[src/rtl/serial_rx_if.sv]
// serial_rx_if: receive-side word handshake of the serial receiver.
//   data_out   - last received word, LSB first on the line
//   data_valid - data_out holds an unconsumed word
//   data_ready - consumer accepts data_out while data_valid is high
//   frame_err  - one-cycle pulse, stop bit sampled low
//   overrun    - one-cycle pulse, completed word dropped (previous still pending)
// master: the receiver; slave: the consumer.
interface serial_rx_if #(
  parameter int DATA_W = 8
);
  logic [DATA_W-1:0] data_out;
  logic              data_valid;
  logic              data_ready;
  logic              frame_err;
  logic              overrun;

  modport master (
    output data_out,
    output data_valid,
    output frame_err,
    output overrun,
    input  data_ready
  );

  modport slave (
    input  data_out,
    input  data_valid,
    input  frame_err,
    input  overrun,
    output data_ready
  );
endinterface

[src/rtl/serial_rx.sv]
// serial_rx: oversampled asynchronous serial receiver (start bit, DATA_W data
// bits LSB first, one stop bit) with a valid/ready word output.
//   clk   - single clock, rising edge
//   rst   - asynchronous active-low reset
//   rx_in - serial line, idle high, asynchronous to clk
//   bus   - serial_rx_if master: data_out/data_valid/data_ready, frame_err, overrun
//
// state     | meaning
// IDLE      | line idle, waiting for rx_s low
// START     | timing to mid start bit, rejects glitches
// DATA      | sampling DATA_W data bits, one per bit period
// STOP      | sampling stop bit, completes or flags frame error
// WAIT_HIGH | after a framing error, wait for the line to return high
module serial_rx #(
  parameter int DATA_W       = 8,
  parameter int CLKS_PER_BIT = 4
) (
  input  logic         clk,
  input  logic         rst,
  input  logic         rx_in,
  serial_rx_if.master  bus
);

  localparam int HALF  = CLKS_PER_BIT / 2;
  localparam int CNT_W = $clog2(CLKS_PER_BIT);
  localparam int IDX_W = (DATA_W > 1) ? $clog2(DATA_W) : 1;

  localparam logic [CNT_W-1:0] CNT_HALF = CNT_W'(HALF - 1);
  localparam logic [CNT_W-1:0] CNT_LAST = CNT_W'(CLKS_PER_BIT - 1);
  localparam logic [IDX_W-1:0] IDX_LAST = IDX_W'(DATA_W - 1);

  typedef enum logic [2:0] {
    IDLE,
    START,
    DATA,
    STOP,
    WAIT_HIGH
  } state_t;

  state_t            state;
  logic [1:0]        sync;
  logic [CNT_W-1:0]  cnt;
  logic [IDX_W-1:0]  bit_idx;
  logic [DATA_W-1:0] shreg;
  logic [DATA_W-1:0] data_q;
  logic              valid_q;
  logic              frame_err_q;
  logic              overrun_q;
  logic              rx_s;

  assign rx_s = sync[1];

  always_ff @(posedge clk or negedge rst) begin
    if (!rst) begin
      state       <= IDLE;
      sync        <= 2'b11;
      cnt         <= '0;
      bit_idx     <= '0;
      shreg       <= '0;
      data_q      <= '0;
      valid_q     <= 1'b0;
      frame_err_q <= 1'b0;
      overrun_q   <= 1'b0;
    end else begin
      sync        <= {sync[0], rx_in};
      frame_err_q <= 1'b0;
      overrun_q   <= 1'b0;

      // Consumption; a completing frame below may override this.
      if (valid_q && bus.data_ready) valid_q <= 1'b0;

      case (state)
        IDLE: begin
          if (!rx_s) begin
            state   <= START;
            cnt     <= '0;
            bit_idx <= '0;
          end
        end
        START: begin
          if (cnt == CNT_HALF) begin
            cnt   <= '0;
            state <= rx_s ? IDLE : DATA;
          end else begin
            cnt <= cnt + 1'b1;
          end
        end
        DATA: begin
          if (cnt == CNT_LAST) begin
            cnt   <= '0;
            // LSB arrives first, so new bits enter at the top and shift down.
            shreg <= (shreg >> 1) | (DATA_W'(rx_s) << (DATA_W - 1));
            if (bit_idx == IDX_LAST) state <= STOP;
            else                     bit_idx <= bit_idx + 1'b1;
          end else begin
            cnt <= cnt + 1'b1;
          end
        end
        STOP: begin
          if (cnt == CNT_LAST) begin
            cnt <= '0;
            if (rx_s) begin
              state <= IDLE;
              if (!valid_q || bus.data_ready) begin
                data_q  <= shreg;
                valid_q <= 1'b1;
              end else begin
                overrun_q <= 1'b1;
              end
            end else begin
              frame_err_q <= 1'b1;
              state       <= WAIT_HIGH;
            end
          end else begin
            cnt <= cnt + 1'b1;
          end
        end
        WAIT_HIGH: begin
          if (rx_s) state <= IDLE;
        end
        default: state <= IDLE;
      endcase
    end
  end

  assign bus.data_out   = data_q;
  assign bus.data_valid = valid_q;
  assign bus.frame_err  = frame_err_q;
  assign bus.overrun    = overrun_q;

endmodule

[src/flat_wrapper.sv]
// flat-port wrapper written by rule: the top's interface ports become plain ports
module serial_rx_flat 
#(
  parameter int DATA_W       = 8,
  parameter int CLKS_PER_BIT = 4
)
  (clk, rst, rx_in, bus_data_out, bus_data_valid, bus_frame_err, bus_overrun, bus_data_ready);
  serial_rx_if #(.DATA_W(DATA_W)) bus_i ();
  input  logic clk;
  input  logic rst;
  input  logic rx_in;
  output wire logic [$bits(bus_i.data_out)-1:0] bus_data_out;
  output wire logic [$bits(bus_i.data_valid)-1:0] bus_data_valid;
  output wire logic [$bits(bus_i.frame_err)-1:0] bus_frame_err;
  output wire logic [$bits(bus_i.overrun)-1:0] bus_overrun;
  input wire logic [$bits(bus_i.data_ready)-1:0] bus_data_ready;
  assign bus_data_out = bus_i.data_out;
  assign bus_data_valid = bus_i.data_valid;
  assign bus_frame_err = bus_i.frame_err;
  assign bus_overrun = bus_i.overrun;
  assign bus_i.data_ready = bus_data_ready;
  serial_rx #(.DATA_W(DATA_W), .CLKS_PER_BIT(CLKS_PER_BIT)) u_core (.clk(clk), .rst(rst), .rx_in(rx_in), .bus(bus_i));
endmodule
[config.mk]
export PLATFORM = sky130hd
export DESIGN_NAME = serial_rx_flat
export DESIGN_NICKNAME = d
export VERILOG_FILES = /design/src/rtl/serial_rx_if.sv /design/src/rtl/serial_rx.sv /design/src/flat_wrapper.sv
export SDC_FILE = /design/constraint.sdc
export NUM_CORES = 1
export LEC_CHECK = 0
export CORE_MARGIN = 1
export CORE_UTILIZATION = 35
export DETAILED_ROUTE_END_ITERATION = 8
export GPL_TIMING_DRIVEN = 0
export PLACE_DENSITY = 0.57
export SYNTH_ARGS = -nofsm -noshare
export SYNTH_HDL_FRONTEND = slang
export SYNTH_SLANG_ARGS = --single-unit
[constraint.sdc]
create_clock -name clk -period 1.4 [get_ports clk]
set_input_delay 0.21 -clock clk [delete_from_list [all_inputs] [get_ports clk]]
set_output_delay 0.21 -clock clk [all_outputs]
set_load 0.01 [all_outputs]
Word-level counts from Yosys, hierarchy flattened

Cells that the tools add are included.

Bitwise logic cells: 1
Add/subtract/negate cells: 2
Equality and inequality tests: 14
Reductions and logical operators: 12
Mux-type cells: 29

Operators by type and width:

| kind                                                            | number |
|---|---|
| 3-bit 2-to-1 mux                                                | 10 |
| 3-bit one-hot mux with 5 select lines                           | 1 |
| 1-bit 2-to-1 mux                                                | 12 |
| 2-bit by 1-bit != test with 1-bit output, second input constant | 5 |
| 2-bit 2-to-1 mux                                                | 4 |
| 7-bit by 8-bit bitwise OR with 8-bit output                     | 1 |
| 4-bit AND reduction                                             | 2 |
| 3-bit by 2-bit == test with 1-bit output, second input constant | 2 |
| 3-bit == test, second input constant                            | 2 |
| 2-bit one-hot mux with 3 select lines                           | 1 |
| 3-bit one-hot mux with 2 select lines                           | 1 |
| 6-bit AND reduction                                             | 1 |
| 2-bit != test, second input constant                            | 2 |
| 2-bit AND reduction                                             | 2 |
| 3-bit by 1-bit adder with 3-bit output, second input constant   | 1 |
| 3-bit by 1-bit == test with 1-bit output, second input constant | 1 |
| 3-bit logical NOT                                               | 1 |
| 3-bit nonzero test                                              | 1 |
| 2-bit by 1-bit adder with 2-bit output, second input constant   | 1 |
| 2-bit by 1-bit == test with 1-bit output, second input constant | 1 |
| 2-bit == test, second input constant                            | 1 |
| 2-bit nonzero test                                              | 1 |
| 2-bit OR reduction                                              | 1 |
| 1-bit logical AND                                               | 1 |
| other kinds (2)                                                 | 2 |

Register bits: 29
Bits of input ports: 4
Output and inout bits: 11
Word-level logic and storage cells: 67

Logic depth before layout (Yosys ltp)

Gate-level depths: netlist of the first run.

Depth after elaboration: 6
Mapped depth: 5
Depth with buffers taken out: 5

Least setup slack after synthesis of the first run

No wires, ideal clock.

Path kind: reg2reg
From: register u_core.cnt[0]
To: register u_core.data_q[0] (netlist: u_core.bus.data_out[0])
Buffers on the path: 0
Arrival: 1404 ps
Required time: 1275 ps
Period minus slack after synthesis: 1529 ps
Slack: -129 ps
Library setup time: 125 ps
Cell stages (with the launch flop): 5
Cells stage by stage: dfrtp_1 > ha_1 > and4b_1 > nand3_2 > mux2_2

Longest elaborated chain between the ends: 2

RTL lines:

| what                          | RTL line         | RTL |
|---|---|---|
| start: declaration            | serial_rx.sv:42  | `logic [CNT_W-1:0] cnt;` |
| start signal: assignment      | serial_rx.sv:85  | `cnt <= cnt + 1'b1;` |
| start signal: assignment      | serial_rx.sv:96  | `cnt <= cnt + 1'b1;` |
| start signal: assignment      | serial_rx.sv:115 | `cnt <= cnt + 1'b1;` |
| 2-bit == test                 | serial_rx.sv:100 | `if (cnt == CNT_LAST) begin` |
| 4-bit AND reduction (no line) | --               |  |
| end signal: assignment        | serial_rx.sv:105 | `data_q <= shreg;` |
| end: declaration              | serial_rx.sv:45  | `logic [DATA_W-1:0] data_q;` |

No other way between the ends.
A chain may end at the register's enable or synchronous reset.

Worst setup path in the final report of the first run

From: register u_core.cnt[0]
To: register u_core.data_q[3] (netlist: u_core.bus.data_out[3])

Same word-level chain as after synthesis.

==> flow_metrics.tcl, run 1 <==
set metrics [dict create \
    status "complete, but fails checks" \
    violations "negative setup slack" \
    hold_violations 0 \
    drv_cap 0 \
    clk_pin_slew_ns 0.09 \
    synth_top_cell_by_area "dfrtp_1" \
    rows 21 \
    nNetsFinal 135 \
    grt_usage_pct 13.7 \
    h-tree-depth 2 \
    slew_violations 0 \
    final_cell_area_sq_um 1720 \
    die_h_microns 62.4 \
    crit_chain "ha_4 > and4b_2 > nand3_4 > mux2_2" \
    dieArea_sq_um 3900 \
    arrival_ns 1.72 \
    cpPeakStageDelay_ns 0.46 \
    start_kind "flip-flop" \
    routedWlPerCell_microns 13.9 \
    worstPathRequired_ns 1.62 \
    core_sq_um 3420 \
    setup_slack_ns -0.0978 \
    async_flop_share_pct 100 \
    worst_pin_slew_ns 0.635 \
    grt_pass1_wl_mm 3.97 \
    synthCells 95 \
    synthFlopType "dfrtp_1" \
    cpLargestDelayFamily "flip-flops" \
    synth.cell_area_sq_um 1280 \
    firstDrtPassIters 4 \
    dpl_cell_area_sq_um 1490 \
    via_count 833 \
    p_per_area_nw_per_um2 1640 \
    antenna_found_initial 0 \
    antenna_cells 0 \
    yosysSeqAreaShare_pct 56.9 \
    period_share_pct 107 \
    period_minus_slack_ns 1.50 \
    cp-end-kind "flip-flop" \
    synth-edff-count 0 \
    critical_path_buf_inv_count 0 \
    stdcell_count 172 \
    slew_headroom_pct 57.7 \
    ys_types 31 \
    ir_drop_mv 0.713 \
    cts_made_buffers 5 \
    die_w_microns 62.4 \
    worstPathMaxFanout 8 \
    yosysTopAreaCellShare_pct 52.8 \
    gp_congestion 0.756 \
    p_leak_nw 0.864 \
    via_per_inst 4.84 \
    grt_pass1_vias 847 \
    fin_util_pct 50.3 \
    syn_area_per_cell_sq_um 13.5 \
    hpwl_mm 1.38 \
    cts.sinks 29 \
    max_freq_mhz 668 \
    drive_gt1_share_pct 41.3 \
    area_growth_pct 34.2 \
    portBuffers 14 \
    cts_tree "done" \
    finalWirelength_mm 2.38 \
    post-place-ws_ns -0.385 \
    dp_cells 155 \
    cts_max_path_buffers 2 \
    fin_skew_ns 0.00396 \
    start_util_pct 37.4 \
    setup_viol 17 \
    synth_nets 105 \
    worst-setup-path-type "flip-flop to flip-flop" \
    first_iter_violations 9 \
    root_buffer "clkbuf_4" \
    synth_seq_cells 29 \
    grt_max_degree 30 \
    synth_warnings 0 \
    rsz0062_at_grt "true" \
    gr-total-overflow 0 \
    drc 0 \
    synthTopCellsByArea "dfrtp_1 53%, mux2_2 14%, ha_1 5.9%" \
    hold_path.class "primary input to flip-flop" \
    ioPinCount 15 \
    holdWs_ns 0.280 \
    antenna_left 0 \
    clk_latency_ns 0.33 \
    slowest_stage "dfrtp_2" \
]
[logic make-up (layout without fill, tap and decap cells)]
family,Yosys count,in the layout,synth area share [%]
mux,17,17,16.1
simple gates,23,23,10.6
compound gates,12,12,7.14
flops,29,29,56.9
buf+inv,8,39,3.33
fa+ha+maj,6,6,5.87
[path summary, 6_finish.rpt]
check	from	end	slack, ns	cells after the start
setup / recovery	u_core.cnt[0]	u_core.bus.data_out[3]	-0.1	4
hold / removal	rx_in	u_core.sync[0]	0.28	1
setup reg to reg	u_core.cnt[0]	u_core.bus.data_out[3]	-0.1	4
hold reg to reg	u_core.sync[0]	u_core.sync[1]	0.36	0
max in group asynchronous	rst	u_core.cnt[0]	0.52	2
min in group asynchronous	rst	u_core.bit_idx[0]	0.43	2
[state kept, by name, indices dropped and copies added, names as in the netlist]
signal                 flops
u_core.bus.data_out        8
u_core.shreg               8
u_core.bit_idx             3
u_core.state               3
u_core.cnt                 2
u_core.sync                2
u_core.bus.data_valid      1
u_core.bus.frame_err       1
u_core.bus.overrun         1
[stage by stage]
| stage | total power [mW] | setup TNS [ns] |
|---|---|---|
| after floorplan | 1.66 | -0.852 |
| final | 2.81 | -1.00 |
| after CTS | 2.71 | -1.19 |
| after detailed placement | 1.86 | -14.63 |
| after global routing | 3.01 | -1.79 |
| after global placement | 1.82 | -13.33 |
[metal layers]
layer | share of wire (%) | vias up | global-route usage, %
li1 | - | 400 | -
met1 | 47 | 414 | 16.3
met2 | 46 | 13 | 20.7
met3 | 4.5 | 6 | 5.66
met4 | 2.3 | 0 | 7.85
met5 | 0 | - | 0
[layout by cell type (no fill, tap or decap), types with 2 or more instances in the layout]
| master | n |
|---|---|
| ha_2 | 3 |
| inv_1 | 3 |
| clkdlybuf4s50_1 | 2 |
| nand2_1 | 5 |
| nand2b_1 | 2 |
| mux2_2 | 6 |
| buf_6 | 4 |
| dfstp_2 | 2 |
| nor2_1 | 8 |
| dfrtp_2 | 2 |
| ha_4 | 2 |
| mux2_4 | 10 |
| nand3_1 | 2 |
| dfrtp_1 | 25 |
| clkbuf_4 | 5 |
| dlygate4sd2_1 | 10 |
| buf_4 | 8 |
| a22o_1 | 2 |
[where the power goes]
| group | internal [mW] | switching [mW] | total, mW | leakage [nW] |
|---|---|---|---|---|
| sequential | 0.998 | 0.127 | 1.13 | 0.384 |
| clock | 0.426 | 0.293 | 0.719 | 0.0455 |
| combinational | 0.525 | 0.444 | 0.969 | 0.434 |
[final cells by class]
type,count,area (sq um)
fill,317,1700
sequential,29,731
multi-input combinational,58,588
timing repair buffer,24,214
tap,46,57.6
clock buffer,7,55.1
clock inverter,1,30.0
buffer,3,26.3
inverter,4,15.0
[cells in the mapped netlist (all sizes together), types with 2 or more instances]
master,count
nand2,5
nand2b,2
dfstp,2
ha,6
o21ai,2
buf,3
nor2,8
mux2,16
a22o,2
inv,4
nand3,3
dfrtp,27
[repair_timing]
item	4_1_cts	5_1_grt
setup buffers	6	3
hold buffers	0	1
cloned	0	0
hold endpoints to repair	0	27
resized for setup	20	15
pin swaps	5	2
endpoints found under the setup margin	45	20
Note: power is estimated with default switching activity, not from simulation.
==> run 2, diff against run 1 <==
Settings changed: DONT_BUFFER_PORTS set to 1, PLACE_DENSITY 0.57 to 0.52, SLEW_MARGIN set to 20.
==> flow_metrics.tcl, run 2 (synthesis results as in run 1) <==
set metrics [dict create \
    antenna_cells 0 \
    p_leak_nw 0.762 \
    hold_violations 0 \
    firstDrtPassIters 4 \
    start_kind "flip-flop" \
    worstReg2RegStart "u_core.cnt[0]" \
    worstPathMaxFanout 8 \
    arrival_ns 1.72 \
    cts.sinks 29 \
    status "complete, but fails checks" \
    finalWirelength_mm 2.25 \
    grt_usage_pct 13.9 \
    antenna_left 0 \
    p_total_mw 2.77 \
    start_util_pct 37.4 \
    p_seq_share_pct 41.1 \
    gp_congestion 0.779 \
    via_count 790 \
    setup_viol 18 \
    dp_cells 141 \
    drive_gt1_share_pct 47.0 \
    grt_pass1_wl_mm 3.97 \
    first_iter_violations 30 \
    period_minus_slack_ns 1.49 \
    drc 0 \
    p_per_area_nw_per_um2 1720 \
    pwr-share-comb_pct 32.8 \
    nNetsFinal 124 \
    post-place-ws_ns -0.278 \
    gr-total-overflow 0 \
    die_h_microns 62.4 \
    cts_made_buffers 5 \
    crit_chain "ha_4 > and4b_2 > nand3_4 > mux2_2" \
    routedWlPerCell_microns 14.0 \
    drv_cap 0 \
    cp-end-kind "flip-flop" \
    worst_pin_slew_ns 0.232 \
    power_frac_clock_pct 26.1 \
    h-tree-depth 2 \
    ir_drop_mv 0.794 \
    rows 21 \
    p_int_mw 1.92 \
    clk_pin_slew_ns 0.10 \
    root_buffer "clkbuf_4" \
    core_sq_um 3420 \
    setup_slack_ns -0.0943 \
    fin_skew_ns 0.0133 \
    switching_power_uw 848 \
    clk_latency_ns 0.34 \
    grt_pass1_vias 859 \
    worstHoldStart "bus_data_ready" \
    worst-setup-path-type "flip-flop to flip-flop" \
    slew_headroom_pct 84.5 \
    antenna_found_initial 0 \
    slew_violations 0 \
    cpPeakStageDelay_ns 0.46 \
    cts_tree "done" \
    hold_path.class "primary input to flip-flop" \
    worstPathRequired_ns 1.63 \
    layout_common_cells "25 x dfrtp_1, 13 x mux2_2, 8 x buf_4, 7 x nor2_1" \
    cts_max_path_buffers 2 \
    swShare_pct 30.6 \
    dieArea_sq_um 3900 \
    grt_max_degree 30 \
    startpoint "u_core.cnt[0]" \
    ioPinCount 15 \
    hpwl_mm 1.32 \
    holdWs_ns 0.145 \
    final_cell_area_sq_um 1610 \
    slowest_stage "dfrtp_2" \
    stdcell_count 161 \
    max_freq_mhz 669 \
    via_per_inst 4.91 \
    violations "negative setup slack" \
    portBuffers 0 \
    layout_commonest_cell "dfrtp_1" \
    rsz0062_at_grt "true" \
    die_w_microns 62.4 \
    area_growth_pct 25.8 \
    dpl_cell_area_sq_um 1350 \
    period_share_pct 107 \
]
[run 2: cell type report]
cell class,count,area (sq um)
well taps,46,57.6
flip-flops and latches,29,731
plain buffers,3,30.0
repair buffers,13,126
inverters,4,15.0
fillers,337,1810
clock buffers,7,55.1
clock inverters,1,30.0
multi-input cells,58,564
[run 2: what timing repair did]
action / in CTS / in global routing
pin swaps: 6 / 3
gates resized for setup: 10 / 9
hold buffers: 3 / 0
endpoints found under the setup margin: 19 / 20
endpoints found under the hold margin: 30 / 0
buffers inserted: 8 / 2
[run 2: power groups by stage]
| stage | registers (mW) | clock network, mW | logic, mW |
|---|---|---|---|
| CTS | 1.13 | 0.751 | 0.852 |
| global placement | 1.13 | 0 | 0.640 |
| floorplan | 1.10 | 0 | 0.561 |
| global route | 1.16 | 0.793 | 1.01 |
| finish | 1.14 | 0.723 | 0.909 |
| detailed placement | 1.13 | 0 | 0.651 |
[run 2: final timing paths]
| kind | cells after the start | slack [ns] | to |
|---|---|---|---|
| max | 4 | -0.09 | u_core.bus.data_out[7] |
| min in group asynchronous | 2 | 0.30 | u_core.shreg[0] |
| min | 2 | 0.14 | u_core.bus.overrun |
| max reg2reg | 4 | -0.09 | u_core.bus.data_out[7] |
| min reg2reg | 0 | 0.36 | u_core.sync[1] |
| max in group asynchronous | 2 | 0.86 | u_core.sync[1] |
[run 2: metrics by stage]
stage / TNS [ns] / utilization (%)
2_1_floorplan: -0.852 / -
3_3_place_gp: -3.39 / 39.6
3_5_place_dp: -3.88 / 39.6
4_1_cts: -1.17 / 46.0
5_1_grt: -2.26 / 47.1
6_report: -1.06 / 47.1
[run 2: routing by layer]
metal  track usage [%]  wire length (microns)  vias up
met5                 0                      0        -
met4              11.0                     71        0
met3              5.66                     97        7
met2              21.2                   1050       14
met1              15.2                   1030      395
li1                  -                      -      374
[run 2: critical path: cells and delay by family, from the launching register on]
kind	cells	cell delay [ns]
multiplexers	1	0.35
flip-flops	1	0.46
AND/OR/NAND/NOR	2	0.40
adder cells (fa/ha/maj)	1	0.18
